[src/rtl/fetch_stage.sv]
// -----------------------------------------------------------------------------
// fetch_stage
//   Instruction-fetch stage of the pipelined RV32I core.
//   - Owns the program counter.
//   - Drives the combinational instruction memory.
//   - Holds the IF/ID pipeline register that feeds the decoder.
//   - Stall from the hazard logic freezes the PC and the IF/ID register.
//   - A redirect from EX (jump_flag_i/jump_target_i) loads the PC with the target
//     and flushes the IF/ID slot with a NOP bubble.
//   - A misaligned redirect target raises a sticky fault and halts the stage
//     until reset.
//
// Ports
//   clk_i             clock, all state updates on rising edge
//   reset_i           synchronous, active-high reset
//   stall_i           hold PC and IF/ID register this cycle
//   jump_flag_i       redirect request from EX
//   jump_target_i     redirect address
//   imem_addr_o       instruction memory address (always equals the PC)
//   imem_data_i       instruction word, valid in the same cycle as imem_addr_o
//   if_id_valid_o     IF/ID slot holds a real instruction
//   if_id_pc_o        PC of the instruction in IF/ID
//   if_id_pc_plus4_o  if_id_pc_o + 4, used for the JAL/JALR link value
//   if_id_inst_o      instruction in IF/ID (NOP_INST when the slot is invalid)
//   fetch_fault_o     sticky: a misaligned redirect was seen and the stage halted
//   fetch_count_o     number of instructions loaded into IF/ID (wraps)
// -----------------------------------------------------------------------------
module fetch_stage #(
   parameter logic [31:0] RESET_PC = 32'h0000_0000,
   parameter int          CNT_W    = 32,
   parameter logic [31:0] NOP_INST = 32'h0000_0013
) (
   input  logic             clk_i,
   input  logic             reset_i,
   input  logic             stall_i,
   input  logic             jump_flag_i,
   input  logic [31:0]      jump_target_i,
   output logic [31:0]      imem_addr_o,
   input  logic [31:0]      imem_data_i,
   output logic             if_id_valid_o,
   output logic [31:0]      if_id_pc_o,
   output logic [31:0]      if_id_pc_plus4_o,
   output logic [31:0]      if_id_inst_o,
   output logic             fetch_fault_o,
   output logic [CNT_W-1:0] fetch_count_o
);

   typedef enum logic [1:0] {
      ST_BOOT = 2'b00,
      ST_RUN  = 2'b01,
      ST_HALT = 2'b10
   } state_t;

   state_t            state_q,    state_d;
   logic [31:0]       pc_q,       pc_d;
   logic              valid_q,    valid_d;
   logic [31:0]       id_pc_q,    id_pc_d;
   logic [31:0]       id_pc4_q,   id_pc4_d;
   logic [31:0]       id_inst_q,  id_inst_d;
   logic              fault_q,    fault_d;
   logic [CNT_W-1:0]  count_q,    count_d;

   logic [31:0]       pc_plus4_s;
   logic              target_misaligned_s;

   // Sequential address and redirect-alignment helpers.
   always_comb begin
      pc_plus4_s          = pc_q + 32'd4;   // 32-bit modulo wrap is intended
      target_misaligned_s = (jump_target_i[1:0] != 2'b00);
   end

   // Next-state logic: FSM transitions and IF/ID/PC updates.
   always_comb begin
      state_d   = state_q;
      pc_d      = pc_q;
      valid_d   = valid_q;
      id_pc_d   = id_pc_q;
      id_pc4_d  = id_pc4_q;
      id_inst_d = id_inst_q;
      fault_d   = fault_q;
      count_d   = count_q;

      case (state_q)
         ST_BOOT: begin
            // One idle cycle after reset; the slot stays invalid and inputs are ignored.
            state_d = ST_RUN;
         end

         ST_RUN: begin
            if (jump_flag_i) begin
               // Redirect beats stall: the word fetched this cycle is discarded.
               valid_d   = 1'b0;
               id_inst_d = NOP_INST;
               if (target_misaligned_s) begin
                  fault_d = 1'b1;
                  state_d = ST_HALT;
               end else begin
                  pc_d = jump_target_i;
               end
            end else if (stall_i) begin
               // Hold everything.
               state_d = ST_RUN;
            end else begin
               valid_d   = 1'b1;
               id_pc_d   = pc_q;
               id_pc4_d  = pc_plus4_s;
               id_inst_d = imem_data_i;
               pc_d      = pc_plus4_s;
               count_d   = count_q + {{(CNT_W-1){1'b0}}, 1'b1};
            end
         end

         ST_HALT: begin
            // Parked until reset: keep emitting bubbles, fault stays set.
            valid_d   = 1'b0;
            id_inst_d = NOP_INST;
         end

         default: begin
            state_d   = ST_BOOT;
            valid_d   = 1'b0;
            id_inst_d = NOP_INST;
         end
      endcase
   end

   // State registers with synchronous reset.
   always_ff @(posedge clk_i) begin
      if (reset_i) begin
         state_q   <= ST_BOOT;
         pc_q      <= RESET_PC;
         valid_q   <= 1'b0;
         id_pc_q   <= 32'h0000_0000;
         id_pc4_q  <= 32'h0000_0004;
         id_inst_q <= NOP_INST;
         fault_q   <= 1'b0;
         count_q   <= {CNT_W{1'b0}};
      end else begin
         state_q   <= state_d;
         pc_q      <= pc_d;
         valid_q   <= valid_d;
         id_pc_q   <= id_pc_d;
         id_pc4_q  <= id_pc4_d;
         id_inst_q <= id_inst_d;
         fault_q   <= fault_d;
         count_q   <= count_d;
      end
   end

   // All outputs come straight from registers.
   always_comb begin
      imem_addr_o      = pc_q;
      if_id_valid_o    = valid_q;
      if_id_pc_o       = id_pc_q;
      if_id_pc_plus4_o = id_pc4_q;
      if_id_inst_o     = id_inst_q;
      fetch_fault_o    = fault_q;
      fetch_count_o    = count_q;
   end

endmodule

[config.mk]
export PLATFORM = sky130hd
export DESIGN_NAME = fetch_stage
export DESIGN_NICKNAME = d
export VERILOG_FILES = /design/src/rtl/fetch_stage.sv
export SDC_FILE = /design/constraint.sdc
export NUM_CORES = 1
export LEC_CHECK = 0
export CORE_ASPECT_RATIO = 0.75
export CORE_UTILIZATION = 48
export CTS_BUF_LIST = sky130_fd_sc_hd__clkbuf_8
export DETAILED_ROUTE_END_ITERATION = 8
export MAX_ROUTING_LAYER = met4
export PLACE_DENSITY = 0.83
export REMOVE_ABC_BUFFERS = 1
export SLEW_MARGIN = 5
export SYNTH_ARGS = -nofsm -noshare
export SYNTH_HDL_FRONTEND = slang
export SYNTH_SLANG_ARGS = --single-unit
export TNS_END_PERCENT = 5
[constraint.sdc]
create_clock -name clk_i -period 2.6 [get_ports clk_i]
set_input_delay 0.65 -clock clk_i [delete_from_list [all_inputs] [get_ports clk_i]]
set_output_delay 0.65 -clock clk_i [all_outputs]
set_load 0.01 [all_outputs]
==> metrics.csv <==
metric,value,unit
post-synthesis cell type count,65,
HP Class,flop to flop,
1st-pass router iterations,5,
Main synth FF type,dfxtp_1,
final setup fails,0,
Total GRT Usage,27.81,%
FF/Latch Area,3243,sq um
Bufs on Longest Clock Path,2,
share of the yosys chip area belonging to registers,45.62,%
status,completed,
IO buf count,229,
CP Cell Sequence,clkdlybuf4s50_1,
DRT Wirelength,20.24,mm
fin crit share,86.66,%
CTS clock-pin slew for the worst setup and hold paths,80,ps
LEAKAGE,3.513,nW
Hold WS,454.4,ps
"slowest stage delay, CP",610,ps
global-route wire length before repair,32.58,mm
share of post-route cells with drive strength above 1,9.568,%
# DRC,0,
stages on the worst setup path,1,
Initial Util,49.19,%
power density cells,504.7,nW/um^2
critical path capture point type,primary output,
Slew headroom,60.80,%
Routability Congestion,0.8618,
area grow syn2layout,41.99,%
DIE HEIGHT,107.4,microns
crit path max fanout,9,
largest net degree at the start of global routing,92,
CP max-delay cell,clkdlybuf4s50_1,
Antenna diodes,0,
Mapped Area,7109,sq um
initial antenna violation count,0,
H-Tree Depth,4,
Setup Buffers After CTS,0,
DR iter-0 viols,489,
# resized after CTS,0,
reg2reg end,imem_addr_o[30]$_SDFFE_PP0P_,
Worst Setup Path Type,flop to primary output,
RSZ-0062 raised after global routing,false,
GRT overflow,0,
min cycle time layout,2253,ps
CP Launch Type,flop,
Required @ worst endpoint,1950,ps
Synth async-reset ratio,0,%
Ys Warns,0,
R2R cell count,5,
worst skew pair latency,430,ps
die area,15310,sq um
Synth top area share,45.62,%
clk sinks,162,
endpoints failing hold,0,
Max-Cap Viols,0,
min-delay src,if_id_pc_o[9]$_SDFFE_PP0P_,
"EDFF count, synth",0,
worst flop-to-flop path startpoint,imem_addr_o[7]$_SDFFE_PP0P_,
Worst Tran Pin Value,582.6,ps
vias in the first global route,6392,
Setup crit end,imem_addr_o[26],
Max Fclk,443.8,MHz
Cells after Synth,841,
CTS Buf Count,17,
dpl hpwl,14.03,mm
remaining antenna violation count,0,
IO Pins,230,
CP top delay family,buffers and inverters,
die width,142.5,microns
CP startpoint,imem_addr_o[26]$_SDFFE_PP0P_,
fillers,1163,
syn_area_per_cell,8.453,sq um
Clock Skew,17.71,ps
Max Transition Viols Final,0,
clk root buf,clkbuf_8,
Final Instance Count excl. Fillers,1266,
Placed Instances,1235,
routed length per placed instance,15.99,microns
R2R Setup Slk,370,ps
arrival time worst endpoint,1600,ps
Seq cells post-synth,162,
crit path buf inv count,1,
core area,14450,sq um
"Hold-fix buffers, CTS",0,
area occupied by multi-input gates,3495,sq um
drt via density,5.415,
FP Rows,38,
fin nets,1124,
vias,6856,
synth top area cells,"dfxtp_1, nand2_1, nor2_1",
CTS tree,yes,
Synth area leader,dfxtp_1,
maximum VDD drop,0.3697,mV
-- worst min path at each step --
stage	depth (start not counted)	to	slack, ps
4_1_cts	2	if_id_pc_o[2]$_SDFFE_PP0P_	460
3_3_place_gp	2	if_id_pc_o[11]$_SDFFE_PP0P_	440
2_1_floorplan	2	fetch_fault_o$_SDFFE_PP0P_	460
3_5_place_dp	2	if_id_pc_o[20]$_SDFFE_PP0P_	450
5_1_grt	2	if_id_pc_o[22]$_SDFFE_PP0P_	470
6_report	2	if_id_pc_o[9]$_SDFFE_PP0P_	450
-- cells in the final DEF, fill, tap and decap left out, types with 3 or more instances in the layout --
cell type	netlist	final
o22ai_1	8	8
a211oi_1	9	9
nor4_2	4	4
and3_1	8	8
a31oi_1	7	7
dfxtp_1	162	162
nand2_1	120	120
or3_1	3	3
buf_4	12	38
clkdlybuf4s50_1	0	227
o31ai_1	3	3
a21oi_1	75	74
xnor2_1	22	22
a32o_1	6	6
nor3_1	4	4
nor2b_1	3	3
buf_12	0	6
nor2_1	106	106
clkinvlp_4	0	3
clkbuf_8	0	20
inv_6	0	3
inv_1	5	6
o31a_1	3	3
o21ai_0	35	35
and4_1	8	8
nor4_1	4	4
mux2i_1	4	4
xor2_1	36	36
o41ai_1	3	3
nand3_1	23	23
a22oi_1	34	34
nor3b_1	3	3
nand4_1	17	17
a22o_1	7	7
-- routing by layer --
metal  vias up  wire length (microns)  GRT usage, %  part of all wire [%]
met5         -                      0             -                     0
met4         0                     87         5.376                  0.43
met3        10                   1506         6.406                   7.4
met2       269                   9184         43.49                    45
met1      3221                   9463         36.89                    47
li1       3356                      -             -                     -
-- kinds of logic after synthesis --
kind of cell | count (synthesis) | synth area share (%)
AO/OA/AOI/OAI | 205 | 18.36
AND/OR/NAND/NOR | 326 | 22.60
multiplexers | 4 | 0.5632
buffers and inverters | 84 | 5.368
XOR/XNOR | 58 | 7.145
flip-flops | 162 | 45.62
adder cells (fa/ha/maj) | 2 | 0.3519
-- layout make-up --
class / instances / area share (%)
clock buffer: 20 / 2.727
multi-input combinational: 595 / 34.62
tap: 200 / 2.479
inverter: 6 / 0.2231
sequential: 162 / 32.13
clock inverter: 11 / 1.252
timing repair buffer: 272 / 26.57
-- sequential cells by signal (all words and copies together), names as in the netlist --
register and cells:
if_id_pc_plus4_o 30, if_id_pc_o 32, state_q 2, imem_addr_o 32
fetch_count_o 32, fetch_fault_o 1, if_id_valid_o 1, if_id_inst_o 32
-- where the power goes --
part	internal, W	switching [W]
clock network	0.000932	0.000930
registers	0.00254	0.0000501
logic	0.000321	0.000317
total	0.00380	0.00130
-- synthesized netlist by cell type (all sizes together) (2+ instances only) --
cell type	count
a211oi	10
a21oi	75
a22o	7
a22oi	34
a31o	2
a31oi	7
a32o	6
and2	3
and3	9
and4	9
buf	27
clkbuf	51
dfxtp	162
ha	2
inv	5
mux2i	4
nand2	120
nand3	24
nand4	21
nor2	106
nor2b	3
nor3	6
nor3b	3
nor4	10
o21a	2
o21ai	36
o22ai	8
o31a	3
o31ai	3
o41ai	4
or2	3
or3	3
or4	2
xnor2	22
xor2	36
-- stage by stage --
step                TNS (ps)  utilization, %  worst slack [ps]  power, W  cell area [sq um]
floorplan             -62080               -            -777.5  0.002883               6750
global placement      -12.66           67.06            -7.287  0.003276               9693
detailed placement    -490.5           67.06            -76.18  0.003289               9693
CTS                        0           69.84             319.7  0.005140              10090
global route               0           69.84             210.5  0.005326              10090
finish                     0           69.84             346.9  0.005095              10090
(Power assumes the default switching activity.)
